<file path="config.mk">
export PLATFORM = sky130hd
export DESIGN_NAME = fir_ctrl_flat
export DESIGN_NICKNAME = d
export VERILOG_FILES = /design/src/rtl/fir_pkg.sv /design/src/rtl/fir_if.sv /design/src/rtl/fir_tap_arb.sv /design/src/rtl/fir_ctrl.sv /design/src/flat_wrapper.sv
export SDC_FILE = /design/constraint.sdc
export NUM_CORES = 1
export LEC_CHECK = 0
export ABC_AREA = 1
export CORE_MARGIN = 4
export CORE_UTILIZATION = 50
export CTS_BUF_LIST = sky130_fd_sc_hd__clkbuf_8
export DETAILED_ROUTE_END_ITERATION = 7
export DONT_BUFFER_PORTS = 1
export GPL_TIMING_DRIVEN = 0
export PLACE_DENSITY = 0.71
export RECOVER_POWER = 25
export SYNTH_ARGS = -nofsm -noshare
export SYNTH_HDL_FRONTEND = slang
export SYNTH_SLANG_ARGS = --single-unit
</file>
<file path="constraint.sdc">
create_clock -name axis_clk -period 4.5 [get_ports axis_clk]
set_clock_uncertainty 0.15 [all_clocks]
set_input_delay 0.9 -clock axis_clk [delete_from_list [all_inputs] [get_ports axis_clk]]
set_output_delay 0.9 -clock axis_clk [all_outputs]
set_load 0.03 [all_outputs]
</file>
<file path="src/rtl/fir_pkg.sv">
// Shared constants and state encodings for the FIR configuration controller.
package fir_pkg;
  localparam int ADDR_W = 12;
  localparam int DATA_W = 32;

  localparam logic [11:0] REG_AP_CTRL  = 12'h000;
  localparam logic [11:0] REG_DATA_LEN = 12'h010;
  localparam logic [11:0] REG_TAP_BASE = 12'h020;

  localparam int AP_START_BIT = 0;
  localparam int AP_DONE_BIT  = 1;
  localparam int AP_IDLE_BIT  = 2;

  localparam logic [31:0] BUSY_RDATA = 32'hFFFF_FFFF;

  typedef enum logic [1:0] {C_IDLE, C_START, C_BUSY} ctrl_state_t;
  typedef enum logic [1:0] {R_IDLE, R_ADDR, R_WAIT, R_DATA} rd_state_t;
endpackage

</file>
<file path="src/rtl/fir_if.sv">
// AXI-Lite configuration bus (no write response channel).
interface fir_if #(
  parameter int AW = 12,
  parameter int DW = 32
);
  logic          awvalid, awready;
  logic [AW-1:0] awaddr;
  logic          wvalid, wready;
  logic [DW-1:0] wdata;
  logic          arvalid, arready;
  logic [AW-1:0] araddr;
  logic          rvalid, rready;
  logic [DW-1:0] rdata;

  modport master (
    output awvalid, awaddr, wvalid, wdata, arvalid, araddr, rready,
    input  awready, wready, arready, rvalid, rdata
  );
  modport slave (
    input  awvalid, awaddr, wvalid, wdata, arvalid, araddr, rready,
    output awready, wready, arready, rvalid, rdata
  );
endinterface

</file>
<file path="src/rtl/fir_tap_arb.sv">
// Tap BRAM port mux: engine owns the port outside IDLE; in IDLE a bus write
// beats a bus read, which is told to stall.
module fir_tap_arb #(
  parameter int AW = 12,
  parameter int DW = 32,
  parameter int IW = 4
) (
  input  logic          eng_own,
  input  logic          eng_en,
  input  logic [IW-1:0] eng_idx,
  input  logic          wr_go,
  input  logic [AW-1:0] wr_off,
  input  logic [DW-1:0] wr_data,
  input  logic          rd_go,
  input  logic [AW-1:0] rd_off,
  output logic          rd_stall,
  output logic [3:0]    tap_WE,
  output logic          tap_EN,
  output logic [DW-1:0] tap_Di,
  output logic [AW-1:0] tap_A
);
  always_comb begin
    tap_WE   = '0;
    tap_EN   = 1'b0;
    tap_Di   = '0;
    tap_A    = '0;
    rd_stall = 1'b0;
    if (eng_own) begin
      tap_EN = eng_en;
      tap_A  = AW'({eng_idx, 2'b00});
    end else if (wr_go) begin
      tap_EN   = 1'b1;
      tap_WE   = 4'hF;
      tap_Di   = wr_data;
      tap_A    = wr_off;
      rd_stall = rd_go;
    end else if (rd_go) begin
      tap_EN = 1'b1;
      tap_A  = rd_off;
    end
  end
endmodule

</file>
<file path="src/rtl/fir_ctrl.sv">
// FIR controller: AXI-Lite register file, start/done sequencing and
// sharing of the tap coefficient BRAM between the bus and the engine.
module fir_ctrl
  import fir_pkg::*;
#(
  parameter int pADDR_WIDTH = 12,
  parameter int pDATA_WIDTH = 32,
  parameter int Tape_Num    = 11
) (
  input  logic                   axis_clk,
  input  logic                   axis_rst_n,
  fir_if.slave                   axil,
  output logic [3:0]             tap_WE,
  output logic                   tap_EN,
  output logic [pDATA_WIDTH-1:0] tap_Di,
  output logic [pADDR_WIDTH-1:0] tap_A,
  input  logic [pDATA_WIDTH-1:0] tap_Do,
  output logic                   eng_start,
  input  logic                   eng_tap_en,
  input  logic [3:0]             eng_tap_idx,
  input  logic                   eng_done,
  output logic [pDATA_WIDTH-1:0] cfg_len
);
  localparam logic [pADDR_WIDTH-1:0] AP_A   = pADDR_WIDTH'(REG_AP_CTRL);
  localparam logic [pADDR_WIDTH-1:0] LEN_A  = pADDR_WIDTH'(REG_DATA_LEN);
  localparam logic [pADDR_WIDTH-1:0] TAP_LO = pADDR_WIDTH'(REG_TAP_BASE);
  localparam logic [pADDR_WIDTH-1:0] TAP_HI =
    pADDR_WIDTH'(32'(REG_TAP_BASE) + 32'(4 * (Tape_Num - 1)));

  function automatic logic tap_hit(input logic [pADDR_WIDTH-1:0] a);
    return (a >= TAP_LO) && (a <= TAP_HI) && (a[1:0] == 2'b00);
  endfunction

  ctrl_state_t cst, cst_nx;
  rd_state_t   rst, rst_nx;
  logic                   wr_rdy, ap_done, rd_bram, rd_stall;
  logic                   idle, wr_go, rd_go, rd_done;
  logic [pADDR_WIDTH-1:0] rd_addr;
  logic [pDATA_WIDTH-1:0] rdata_q, len_q, ap_word, rd_reg;

  assign idle    = (cst == C_IDLE);
  assign wr_go   = wr_rdy && idle && tap_hit(axil.awaddr);
  assign rd_go   = (rst == R_WAIT) && idle && tap_hit(rd_addr);
  assign rd_done = (rst == R_DATA) && axil.rready;
  assign cfg_len = len_q;

  // Control FSM
  always_ff @(posedge axis_clk or negedge axis_rst_n)
    if (!axis_rst_n) cst <= C_IDLE;
    else             cst <= cst_nx;

  always_comb begin
    cst_nx    = cst;
    eng_start = 1'b0;
    case (cst)
      C_IDLE:  if (wr_rdy && axil.awaddr == AP_A && axil.wdata[AP_START_BIT]) cst_nx = C_START;
      C_START: begin eng_start = 1'b1; cst_nx = C_BUSY; end
      C_BUSY:  if (eng_done) cst_nx = C_IDLE;
      default: cst_nx = C_IDLE;
    endcase
  end

  always_comb begin
    ap_word               = '0;
    ap_word[AP_START_BIT] = (cst == C_START);
    ap_word[AP_DONE_BIT]  = ap_done;
    ap_word[AP_IDLE_BIT]  = idle;
  end

  // Write channel: one-cycle ready pulse; the store happens on that edge.
  always_ff @(posedge axis_clk or negedge axis_rst_n)
    if (!axis_rst_n) begin
      wr_rdy  <= 1'b0;
      len_q   <= '0;
      ap_done <= 1'b0;
    end else begin
      wr_rdy <= axil.awvalid && axil.wvalid && !wr_rdy;
      if (wr_rdy && idle && axil.awaddr == LEN_A) len_q <= axil.wdata;
      if (cst == C_BUSY && eng_done)              ap_done <= 1'b1;
      else if (cst == C_START)                    ap_done <= 1'b0;
      else if (rd_done && rd_addr == AP_A)        ap_done <= 1'b0;
    end

  assign axil.awready = wr_rdy;
  assign axil.wready  = wr_rdy;

  // Read FSM
  always_ff @(posedge axis_clk or negedge axis_rst_n)
    if (!axis_rst_n) rst <= R_IDLE;
    else             rst <= rst_nx;

  always_comb begin
    rst_nx = rst;
    case (rst)
      R_IDLE:  if (axil.arvalid) rst_nx = R_ADDR;
      R_ADDR:  rst_nx = R_WAIT;
      R_WAIT:  if (!rd_stall) rst_nx = R_DATA;
      R_DATA:  if (axil.rready) rst_nx = R_IDLE;
      default: rst_nx = R_IDLE;
    endcase
  end

  always_comb begin
    rd_reg = '0;
    if (rd_addr == AP_A)       rd_reg = ap_word;
    else if (rd_addr == LEN_A) rd_reg = len_q;
    else if (tap_hit(rd_addr)) rd_reg = pDATA_WIDTH'(BUSY_RDATA);
  end

  // BRAM data appears the first R_DATA cycle; it is captured then so
  // rdata stays stable even if the engine later reuses the port.
  always_ff @(posedge axis_clk or negedge axis_rst_n)
    if (!axis_rst_n) begin
      rd_addr <= '0;
      rdata_q <= '0;
      rd_bram <= 1'b0;
    end else begin
      if (rst == R_ADDR) rd_addr <= axil.araddr;
      if (rst == R_WAIT && !rd_stall) begin
        rd_bram <= rd_go;
        rdata_q <= rd_reg;
      end else if (rst == R_DATA && rd_bram) begin
        rd_bram <= 1'b0;
        rdata_q <= tap_Do;
      end
    end

  assign axil.arready = (rst == R_ADDR);
  assign axil.rvalid  = (rst == R_DATA);
  assign axil.rdata   = (rst == R_DATA) ? (rd_bram ? tap_Do : rdata_q) : '0;

  fir_tap_arb #(.AW(pADDR_WIDTH), .DW(pDATA_WIDTH), .IW(4)) u_arb (
    .eng_own (!idle),
    .eng_en  (eng_tap_en),
    .eng_idx (eng_tap_idx),
    .wr_go   (wr_go),
    .wr_off  (axil.awaddr - TAP_LO),
    .wr_data (axil.wdata),
    .rd_go   (rd_go),
    .rd_off  (rd_addr - TAP_LO),
    .rd_stall(rd_stall),
    .tap_WE  (tap_WE),
    .tap_EN  (tap_EN),
    .tap_Di  (tap_Di),
    .tap_A   (tap_A)
  );
endmodule

</file>
<file path="src/flat_wrapper.sv">
// flat-port wrapper written by rule: the top's interface ports become plain ports
module fir_ctrl_flat import fir_pkg::*;
#(
  parameter int pADDR_WIDTH = 12,
  parameter int pDATA_WIDTH = 32,
  parameter int Tape_Num    = 11
)
  (axis_clk, axis_rst_n, tap_WE, tap_EN, tap_Di, tap_A, tap_Do, eng_start, eng_tap_en, eng_tap_idx, eng_done, cfg_len, axil_awvalid, axil_awaddr, axil_wvalid, axil_wdata, axil_arvalid, axil_araddr, axil_rready, axil_awready, axil_wready, axil_arready, axil_rvalid, axil_rdata);
  fir_if #(.AW(12), .DW(32)) axil_i ();
  input  logic axis_clk;
  input  logic axis_rst_n;
  output logic [3:0] tap_WE;
  output logic tap_EN;
  output logic [pDATA_WIDTH-1:0] tap_Di;
  output logic [pADDR_WIDTH-1:0] tap_A;
  input  logic [pDATA_WIDTH-1:0] tap_Do;
  output logic eng_start;
  input  logic eng_tap_en;
  input  logic [3:0] eng_tap_idx;
  input  logic eng_done;
  output logic [pDATA_WIDTH-1:0] cfg_len;
  input wire logic [$bits(axil_i.awvalid)-1:0] axil_awvalid;
  input wire logic [$bits(axil_i.awaddr)-1:0] axil_awaddr;
  input wire logic [$bits(axil_i.wvalid)-1:0] axil_wvalid;
  input wire logic [$bits(axil_i.wdata)-1:0] axil_wdata;
  input wire logic [$bits(axil_i.arvalid)-1:0] axil_arvalid;
  input wire logic [$bits(axil_i.araddr)-1:0] axil_araddr;
  input wire logic [$bits(axil_i.rready)-1:0] axil_rready;
  output wire logic [$bits(axil_i.awready)-1:0] axil_awready;
  output wire logic [$bits(axil_i.wready)-1:0] axil_wready;
  output wire logic [$bits(axil_i.arready)-1:0] axil_arready;
  output wire logic [$bits(axil_i.rvalid)-1:0] axil_rvalid;
  output wire logic [$bits(axil_i.rdata)-1:0] axil_rdata;
  assign axil_i.awvalid = axil_awvalid;
  assign axil_i.awaddr = axil_awaddr;
  assign axil_i.wvalid = axil_wvalid;
  assign axil_i.wdata = axil_wdata;
  assign axil_i.arvalid = axil_arvalid;
  assign axil_i.araddr = axil_araddr;
  assign axil_i.rready = axil_rready;
  assign axil_awready = axil_i.awready;
  assign axil_wready = axil_i.wready;
  assign axil_arready = axil_i.arready;
  assign axil_rvalid = axil_i.rvalid;
  assign axil_rdata = axil_i.rdata;
  fir_ctrl #(.pADDR_WIDTH(pADDR_WIDTH), .pDATA_WIDTH(pDATA_WIDTH), .Tape_Num(Tape_Num)) u_core (.axis_clk(axis_clk), .axis_rst_n(axis_rst_n), .axil(axil_i), .tap_WE(tap_WE), .tap_EN(tap_EN), .tap_Di(tap_Di), .tap_A(tap_A), .tap_Do(tap_Do), .eng_start(eng_start), .eng_tap_en(eng_tap_en), .eng_tap_idx(eng_tap_idx), .eng_done(eng_done), .cfg_len(cfg_len));
endmodule
</file>
==> results by group <==
Critical path
  • Startpoint types: input pin
  • CP required: roughly 3.5 ns
  • Critical Path Sink Type: output port
  • Worst EP arrival: 2.92 ns
  • Crit path to: tap_Di[30]
  • Critical Path Fanout Max: 10
  • R2R depth: 11
  • FF-to-FF End: u_core.rdata_q[20]$_DFFE_PN0P_
  • Worst R2R Setup Slack: 2.09 ns
  • Setup Crit Path Kind: in2out
  • Critical R2R Launch: u_core.axil.awready$_DFF_PN0_
  • Critical path startpoint: axil_awaddr[6]

Timing
  • Period utilisation layout: 0.8832
  • Worst hold margin: slightly below 0.07 ns
  • FMAX: 0.2516 GHz
  • RSZ-0062 raised after global routing: false
  • Setup WS post-layout: 0.5258 ns
  • Clock period minus worst slack: 3.974 ns
  • Slew headroom: 0.3117
  • Slew @ Worst Pin: 1.022 ns
  • Setup-violating endpoint count in the final report: 0
  • Final Hold Vio Count: 0
  • TNS Setup: 0 ns
  • Slew Viols, Final: 0

Synthesis
  • Netlist cell types: 31
  • Syn Area/Cell: roughly 6.6 µm²
  • Post-Syn Area: 5266 µm²
  • Cell count after synthesis: 796
  • Cell taking the most area after synthesis: dfrtp_1
  • Sequential share of the synthesized area: 0.3944
  • Largest cells by area after synthesis: dfrtp_1, nand2_1, nand3_1
  • Share of the synthesized area in the top cell type: 0.3944
  • Yosys reg bits: 83
  • Synthesis Warnings: 0

Global route
  • Largest net degree at the start of global routing: 84
  • Initial antenna violation count: 0
  • First-pass GRT wire length: between 20 and 25 mm
  • Grt total ovfl: 0
  • GRT Overall Usage: 0.2465
  • Vias in the first global route: ~4.8k

Route
  • Total wire length: between 15 and 20 mm
  • First-pass detailed-route iteration total: 5
  • Via count: 5012
  • Starting DRT DRC Count: between 300 and 400
  • Final ANT Viol Nets: 0
  • Drc violations: 0
  • DR WL/cell: 16.26 µm
  • Via/cell ratio: ~5.3

Pwr
  • Leakage: 3.087 nW
  • Total power: 3.066 mW
  • Maximum vdd ir drop: 0.2460 mV
  • Pwr dens: 544.3 nW/µm²

Clock network
  • Clk Latency, worst-skew pair: approximately 0.36 ns
  • Cts hold-fix bufs: 0
  • CTS clk-pin slew, worst paths: 0.10 ns
  • Num CTS Buffers: 9
  • Clk buf depth: 2
  • # Post-CTS Setup Buffers: 0
  • TritonCTS clock tree: yes
  • Post-cts sizing count: 0
  • Clk root buf: clkbuf_8
  • Clk sink count: 83
  • H-Tree Level Count: 3

Layout
  • Final layout net count: 916
  • Layout overhead on the synthesized area: 6.937%
  • Post-route cell area: around 5600 µm²
  • Cell Count, Final, Fillers Out: 948
  • Util after Layout: 0.5480
  • Share of cells above drive strength 1: 0.07266
  • Inserted Diodes: 0

Status
  • Status: finished, final reports clean

Floorplan
  • Die width: 110.6 µm
  • Initial Utilization: 0.5124
  • Core area: 10280 µm²
  • Io pins: between 200 and 250
  • Site Rows: 37
  • Die height: between 100 and 150 µm
  • Die Area: 12240 µm²

Place
  • I/O Buffers: 0
  • Post-DP Area: 5440 µm²
  • Pre-CTS WS: 0.5448 ns
  • HPWL after DPL: around 12 mm
  • Placed Instances: 933
  • RD Place Congestion: 0.8714

Worst hold path
  • Worst hold path type: in2async

Flow run
  • Maxcap violations: 0
[flip-flops by register name, indices dropped and copies added, names as in the netlist]
| register | flops |
|---|---|
| u_core.axil.awready | 1 |
| u_core.cst | 2 |
| u_core.rst | 2 |
| u_core.rd_bram | 1 |
| u_core.rdata_q | 32 |
| u_core.ap_done | 1 |
| u_core.rd_addr | 12 |
| u_core.cfg_len | 32 |
[layout make-up]
| class | instances | area [µm²] |
|---|---|---|
| clock inverters | 6 | 67.56 |
| plain buffers | 51 | 272.8 |
| multi-input cells | 565 | 2552 |
| well taps | 136 | 170.2 |
| flip-flops and latches | 83 | 2077 |
| inverters | 98 | 367.9 |
| fillers | 1090 | 4646 |
| clock buffers | 9 | 123.9 |
[cell families (layout without fill, tap and decap cells)]
kind of cell             Yosys count  count (layout)  synth area share
other                              1               2         0.0007121
AND/OR/NAND/NOR                  458             458            0.3585
multiplexers                       4               4          0.008552
buffers and inverters            149             164            0.1216
flip-flops                        83              83            0.3944
AO/OA/AOI/OAI                     89              89           0.09052
adder cells (fa/ha/maj)            8               8           0.01901
XOR/XNOR                           4               4          0.006654
[cells in the mapped netlist (all sizes together)]
master,count
o31ai,1
nand4,5
clkbuf,25
nor4,2
o22ai,6
nand3b,1
nand2,307
xor2,2
or2,2
nor2,61
xnor2,2
mux2,4
nor3,1
dfrtp,83
conb,1
ha,8
o21ai,75
inv,98
o211ai,4
buf,26
nand3,79
a21oi,3
[critical path, stage by stage]
cell,delay [ns]
inv_1,0.06
ha_1,0.14
nand3_1,0.07
nand3_1,0.08
nand3_2,0.10
nor2_4,0.37
inv_1,0.21
buf_2,0.24
buf_2,0.21
nor2_1,0.54
[per-layer routing]
layer | vias to the layer above | wire length [µm] | GRT usage
met5 | - | 0 | 0
li1 | 2485 | - | -
met3 | 22 | 1228 | 0.07123
met4 | 0 | 284 | 0.07307
met2 | 207 | 7240 | 0.3944
met1 | 2298 | 6657 | 0.3251
[layout by cell type, fill, tap and decap left out, types with 3 or more instances in the layout]
master / n
a21oi_2: 3
nor2_2: 3
o211ai_1: 4
nand3_1: 77
o22ai_1: 6
clkbuf_1: 25
buf_4: 6
ha_1: 8
nand2_1: 306
inv_2: 4
buf_6: 6
o21ai_0: 75
nand4_1: 5
inv_1: 94
buf_2: 11
mux2_2: 4
nor2_1: 56
clkbuf_8: 9
buf_1: 3
dfrtp_1: 83
[worst min path at each step]
stage	start	end	slack, ns	cells past startpoint
2_1_floorplan	u_core.rdata_q[10]$_DFFE_PN0P_	u_core.rdata_q[10]$_DFFE_PN0P_	0.33	2
3_3_place_gp	u_core.rdata_q[3]$_DFFE_PN0P_	u_core.rdata_q[3]$_DFFE_PN0P_	0.34	2
3_5_place_dp	u_core.rdata_q[3]$_DFFE_PN0P_	u_core.rdata_q[3]$_DFFE_PN0P_	0.34	2
4_1_cts	axis_rst_n	u_core.rdata_q[27]$_DFFE_PN0P_	0.06	0
5_1_grt	axis_rst_n	u_core.rdata_q[27]$_DFFE_PN0P_	0.04	0
6_report	axis_rst_n	u_core.rdata_q[27]$_DFFE_PN0P_	0.07	0
[power by group]
part	switching, mW	internal, mW
clock network	0.280	0.254
logic	0.971	0.449
registers	0.140	0.971
total	1.39	1.67
Note: power is estimated with default switching activity, not from simulation.
